**src/rtl/pine_bus_pkg.sv**
```systemverilog
// Shared definitions for the multiplexed external bus: widths and the
// slave controller's FSM state encoding.
package pine_bus_pkg;

   localparam int unsigned BUS_ADDR_W = 20;
   localparam int unsigned BUS_DATA_W = 16;

   typedef enum logic [2:0] {
      ST_IDLE,
      ST_ADDR,
      ST_REQ,
      ST_WAIT,
      ST_DONE
   } bus_state_e;

endpackage

```
**src/rtl/bus_slave_ctrl.sv**
```systemverilog
// Bus slave: demultiplexes AD/ALE, qualifies OE/WE strobes and turns each
// CPU bus cycle into one req/ack backend transaction with READY wait states.
module bus_slave_ctrl
   import pine_bus_pkg::*;
#(
   parameter int unsigned WAIT_STATES = 1,
   parameter int unsigned ADDR_W      = BUS_ADDR_W
) (
   input  logic                  CLK,
   input  logic                  nRST,
   input  logic [BUS_DATA_W-1:0] ad_lo,
   input  logic [3:0]            ad_hi,
   input  logic                  ale,
   input  logic                  oe,
   input  logic                  we,
   input  logic                  pio,
   output logic [BUS_DATA_W-1:0] rdata,
   output logic                  rdata_en,
   output logic                  ready,
   output logic                  err,
   output logic [ADDR_W-1:0]     be_addr,
   output logic                  be_io,
   output logic                  be_req,
   output logic                  be_we,
   output logic [BUS_DATA_W-1:0] be_wdata,
   input  logic [BUS_DATA_W-1:0] be_rdata,
   input  logic                  be_ack
);

   localparam logic [3:0] WAIT_CNT = 4'(WAIT_STATES);

   bus_state_e            state_q, state_d;
   logic [3:0]            cnt_q, cnt_d;
   logic                  abort_q, abort_d;
   logic [BUS_DATA_W-1:0] rdata_q, rdata_d;
   logic                  rdata_en_q, rdata_en_d;
   logic                  ready_q, ready_d;
   logic                  err_q, err_d;
   logic [ADDR_W-1:0]     be_addr_q, be_addr_d;
   logic                  be_io_q, be_io_d;
   logic                  be_req_q, be_req_d;
   logic                  be_we_q, be_we_d;
   logic [BUS_DATA_W-1:0] be_wdata_q, be_wdata_d;

   logic                  strobe_idle;
   logic                  abort_now;
   logic [3:0]            cnt_dec;

   assign strobe_idle = oe & we;
   assign cnt_dec     = (cnt_q == '0) ? '0 : cnt_q - 4'd1;

   always_comb begin
      state_d    = state_q;
      cnt_d      = cnt_q;
      abort_d    = abort_q;
      rdata_d    = rdata_q;
      rdata_en_d = rdata_en_q;
      ready_d    = ready_q;
      err_d      = err_q;
      be_addr_d  = be_addr_q;
      be_io_d    = be_io_q;
      be_req_d   = be_req_q;
      be_we_d    = be_we_q;
      be_wdata_d = be_wdata_q;
      abort_now  = abort_q | strobe_idle;

      unique case (state_q)
         ST_IDLE: begin
            abort_d = 1'b0;
            if (ale) begin
               be_addr_d = ADDR_W'({ad_hi, ad_lo});
               be_io_d   = pio;
               state_d   = ST_ADDR;
            end
         end
         ST_ADDR: begin
            if (ale) begin
               be_addr_d = ADDR_W'({ad_hi, ad_lo});
               be_io_d   = pio;
            end else if (!strobe_idle) begin
               // Both strobes low is illegal; the write wins so data is not lost.
               be_we_d  = ~we;
               err_d    = err_q | (~oe & ~we);
               if (!we) be_wdata_d = ad_lo;
               be_req_d = 1'b1;
               cnt_d    = WAIT_CNT;
               abort_d  = 1'b0;
               state_d  = ST_REQ;
            end
         end
         ST_REQ: begin
            cnt_d   = cnt_dec;
            abort_d = abort_now;
            if (strobe_idle) err_d = 1'b1;
            if (be_ack) begin
               be_req_d = 1'b0;
               if (abort_now) begin
                  state_d = ST_IDLE;
               end else begin
                  if (!be_we_q) rdata_d = be_rdata;
                  state_d = ST_WAIT;
               end
            end
         end
         ST_WAIT: begin
            if (strobe_idle) begin
               err_d   = 1'b1;
               state_d = ST_IDLE;
            end else if (cnt_q == '0) begin
               ready_d    = 1'b1;
               rdata_en_d = ~be_we_q & ~oe;
               state_d    = ST_DONE;
            end else begin
               cnt_d = cnt_dec;
            end
         end
         ST_DONE: begin
            if (strobe_idle) begin
               ready_d    = 1'b0;
               rdata_en_d = 1'b0;
               if (ale) begin
                  be_addr_d = ADDR_W'({ad_hi, ad_lo});
                  be_io_d   = pio;
                  state_d   = ST_ADDR;
               end else begin
                  state_d = ST_IDLE;
               end
            end else begin
               rdata_en_d = ~be_we_q & ~oe;
            end
         end
         default: state_d = ST_IDLE;
      endcase
   end

   always_ff @(posedge CLK or negedge nRST) begin
      if (!nRST) begin
         state_q    <= ST_IDLE;
         cnt_q      <= '0;
         abort_q    <= 1'b0;
         rdata_q    <= '0;
         rdata_en_q <= 1'b0;
         ready_q    <= 1'b0;
         err_q      <= 1'b0;
         be_addr_q  <= '0;
         be_io_q    <= 1'b0;
         be_req_q   <= 1'b0;
         be_we_q    <= 1'b0;
         be_wdata_q <= '0;
      end else begin
         state_q    <= state_d;
         cnt_q      <= cnt_d;
         abort_q    <= abort_d;
         rdata_q    <= rdata_d;
         rdata_en_q <= rdata_en_d;
         ready_q    <= ready_d;
         err_q      <= err_d;
         be_addr_q  <= be_addr_d;
         be_io_q    <= be_io_d;
         be_req_q   <= be_req_d;
         be_we_q    <= be_we_d;
         be_wdata_q <= be_wdata_d;
      end
   end

   assign rdata    = rdata_q;
   assign rdata_en = rdata_en_q;
   assign ready    = ready_q;
   assign err      = err_q;
   assign be_addr  = be_addr_q;
   assign be_io    = be_io_q;
   assign be_req   = be_req_q;
   assign be_we    = be_we_q;
   assign be_wdata = be_wdata_q;

endmodule

```
**config.mk**
```make
export PLATFORM = sky130hd
export DESIGN_NAME = bus_slave_ctrl
export DESIGN_NICKNAME = d
export VERILOG_FILES = /design/src/rtl/pine_bus_pkg.sv /design/src/rtl/bus_slave_ctrl.sv
export SDC_FILE = /design/constraint.sdc
export NUM_CORES = 1
export LEC_CHECK = 0
export CAP_MARGIN = 10
export CORE_AREA = 2 2 88 90
export DETAILED_ROUTE_END_ITERATION = 16
export DIE_AREA = 0 0 90 92
export PLACE_DENSITY = 0.78
export SLEW_MARGIN = 20
export SYNTH_ARGS = -nofsm -noshare
export SYNTH_HDL_FRONTEND = slang
export SYNTH_SLANG_ARGS = --single-unit
```
**constraint.sdc**
```tcl
create_clock -name CLK -period 1.8 [get_ports CLK]
set_clock_uncertainty 0.05 [all_clocks]
set_input_delay 0.36 -clock CLK [delete_from_list [all_inputs] [get_ports CLK]]
set_output_delay 0.36 -clock CLK [all_outputs]
set_load 0.01 [all_outputs]
```
==> out/results.tsv <==
stage	metric	value	unit
status	outcome	finished clean	
place	buffers added on ports	100	
routing	via count	2163	
sta	Worst Hold Slack	0.401	ns
sta	Final min period	1.75	ns
sta	Fmax	0.573	GHz
routing	Post-Route WL	6600	um
yosys	post-synthesis mux area share	0.220	
sta	Slew @ Worst Pin	0.571	ns
clocking	CTS tree	built	
routing	WL/cell	15.1	um
pwr	Final Power	7.21	mW
yosys	Main synth FF type	dfrtp_1	
final_layout	nets	374	
flow_run	number of max-cap violations	0	
routing	WL met2	3220	um
setup_path	Crit path largest cell delay	0.39	ns
yosys	simple-gate share of the synthesized area	0.0867	
setup_path	Slowest-stage cell, CP	dfrtp_1	
setup_path	Reg2Reg Depth	5	
place	Cells after DPL	417	
setup_path	Req. time, crit path	1.97	ns
sta	Slew headroom	0.620	
yosys	Synth Register Bits	66	
global_route	gr ovfl total	0	
routing	WL met1	2980	um
final_layout	diodes inserted	0	
final_layout	Cell Count, Final, Fillers Out	437	
final_layout	area grow syn2layout	53.7	%
routing	DRC viols	0	
yosys	Mapped Nets	250	
setup_path	WS Path Type	register to register	
yosys	asr flop ratio synth	1.00	
setup_path	crit end category	register	
final_layout	layout cells sized above 1	0.281	
yosys	EDFF count, synth	0	
place	Placer Congestion	0.813	
sta	final hold violation count	0	
clocking	CTS max path bufs	2	
min_path	hold depth	3	
yosys	Post-Synthesis Cells	206	
floorplanning	I/O pin total	101	
setup_path	crit path DAT	1.91	ns
yosys	largest family of logic cells by synthesized area	multiplexers	
final_layout	cell area after layout	0.00435	mm2
yosys	fraction of the mapped netlist area in compound gates	0.0757	
global_route	antenna violations before repair	0	
clocking	root buffer cell	clkbuf_8	
yosys	post-synth cell types	47	
sta	Final Max Tran Viols	0	
yosys	post-synthesis sequential area ratio	0.584	
yosys	Synth Area in Adders	0.00442	
final_layout	most common cell after layout, fill and taps aside	clkdlybuf4s50_1	
final_layout	fillers	629	
clocking	Clk pin slew, worst setup/hold paths	0.07	ns
routing	DRT antenna net count	0	
place	Area after DPL	0.00407	mm2
yosys	Post-Synth XOR/XNOR Area	0	
min_path	Tightest Hold Check Type	primary input to register	
routing	drt first pass iters	4	
place	pre-CTS setup slack	-0.378	ns
setup_path	Critical Path, Cell by Cell	buf_4 -> nand2b_1 -> nor2_2 -> nand3_4 -> mux2_4	
global_route	vias in the first global route	2150	
clocking	Skew-Pair Late Insertion Delay	0.33	ns
floorplanning	Initial Util	0.380	
pwr	Cell Pwr Density	1660	mW/mm2
sta	setup slack after layout	0.0549	ns
global_route	first-pass GRT wire length	10600	um
clocking	Num CTS Buffers	9	
clocking	CTS Sinks	66	
floorplanning	area of the die	0.00828	mm2
pwr	VDD IR max	638	uV
place	HPWL Detailed	4690	um
floorplanning	Die Span Y	92	um
setup_path	CP max FO	13	
floorplanning	die width	90	um
final_layout	most frequent cells in the layout	clkdlybuf4s50_1, dfrtp_1, mux2_2	
floorplanning	total core area	0.00745	mm2
setup_path	CP Launch Type	register	
global_route	All-Layer GR Usage	0.158	
floorplanning	row cnt	32	
clocking	H-tree levels	3	
sta	# setup viols final	0	
pwr	Leak Pwr	1.85	nW
routing	top routing layer in use	met4	
yosys	synth warn	0	
routing	met3 wire len	311	um
yosys	syn avg cell area	13.7	um2
yosys	Post-Synthesis Cell Area	0.00283	mm2
sta	final period utilization	0.970	
routing	initial DRC count	55	
global_route	maximum number of pins on one net before global-route repair	25	
routing	drt via density	4.95	
final timing paths:
path / start / end / slack [ns]
min: ale / be_we$_DFFE_PN0P_ / 0.40
max in group asynchronous: nRST / be_we$_DFFE_PN0P_ / 0.66
max reg2reg: state_q[2]$_DFFE_PN0P_ / rdata[15]$_DFFE_PN0P_ / 0.05
min reg2reg: err$_DFFE_PN0P_ / err$_DFFE_PN0P_ / 0.43
min in group asynchronous: nRST / abort_q$_DFFE_PN0P_ / 0.51
max: state_q[2]$_DFFE_PN0P_ / rdata[15]$_DFFE_PN0P_ / 0.05
worst max-delay path, delay by kind of cell (launching register included):
| kind | cells | cell delay (ns) |
|---|---|---|
| flops | 1 | 0.39 |
| mux | 1 | 0.33 |
| simple gates | 3 | 0.65 |
| buf+inv | 1 | 0.19 |
cell families (layout without fill, tap and decap cells):
logic type / Yosys count / after routing
compound gates: 33 / 33
fa+ha+maj: 1 / 1
buf+inv: 14 / 142
flops: 66 / 66
mux: 55 / 55
simple gates: 37 / 38
final cells by class:
class / count / area [um2] / area share
clock buffers: 11 / 131 / 0.0302
inverters: 4 / 15.0 / 0.00346
multi-input cells: 127 / 1130 / 0.261
repair buffers: 122 / 1230 / 0.283
flip-flops and latches: 66 / 1650 / 0.380
well taps: 102 / 128 / 0.0294
clock inverters: 5 / 55.1 / 0.0127
through the flow:
| step | TNS (ns) | utilization |
|---|---|---|
| 6_report | 0 | 0.584 |
| 5_1_grt | -0.00915 | 0.584 |
| 4_1_cts | 0 | 0.578 |
| 3_5_place_dp | -17.22 | 0.546 |
| 3_3_place_gp | -16.25 | 0.546 |
| 2_1_floorplan | 0 | - |
cell usage after synthesis, drive strengths merged, types with 2 or more instances:
library cell / instances / share of area
buf: 7 / 0.019
a21o: 2 / 0.0053
mux2: 55 / 0.22
nor3: 2 / 0.0075
nand3: 4 / 0.012
o21ai: 11 / 0.019
nor2: 13 / 0.023
inv: 4 / 0.0053
nand2: 4 / 0.0053
a211o: 2 / 0.0062
dfrtp: 66 / 0.58
nor3b: 2 / 0.0071
a31oi: 3 / 0.0066
clkbuf: 3 / 0.0040
a21oi: 5 / 0.0088
state kept, by name (all words and copies together), names as in the netlist:
name      flops
cnt_q         4
abort_q       1
be_req        1
err           1
be_wdata     16
be_we         1
rdata_en      1
ready         1
be_io         1
state_q       3
be_addr      20
rdata        16
report_power, final:
group | internal, mW | leakage [nW] | switching, mW
combinational | 2.09 | 0.970 | 1.36
clock | 0.636 | 0.0893 | 0.555
sequential | 2.19 | 0.788 | 0.386
total | 4.92 | 1.85 | 2.30
layer usage:
| layer | vias up | global-route usage |
|---|---|---|
| li1 | 998 | - |
| met1 | 1087 | 0.210 |
| met2 | 70 | 0.256 |
| met3 | 8 | 0.0444 |
| met4 | 0 | 0.0449 |
| met5 | - | 0 |
timing repair:
| action | 4_1_cts | 5_1_grt |
|---|---|---|
| gates resized for setup | 1 | 9 |
| buffers inserted | 2 | 0 |
| endpoints found under the setup margin | 13 | 34 |
| pin swaps | 1 | 2 |
| hold buffers | 1 | 0 |
| hold endpoints to repair | 19 | 0 |
| gates cloned | 0 | 1 |
Note: power is estimated with default switching activity, not from simulation.
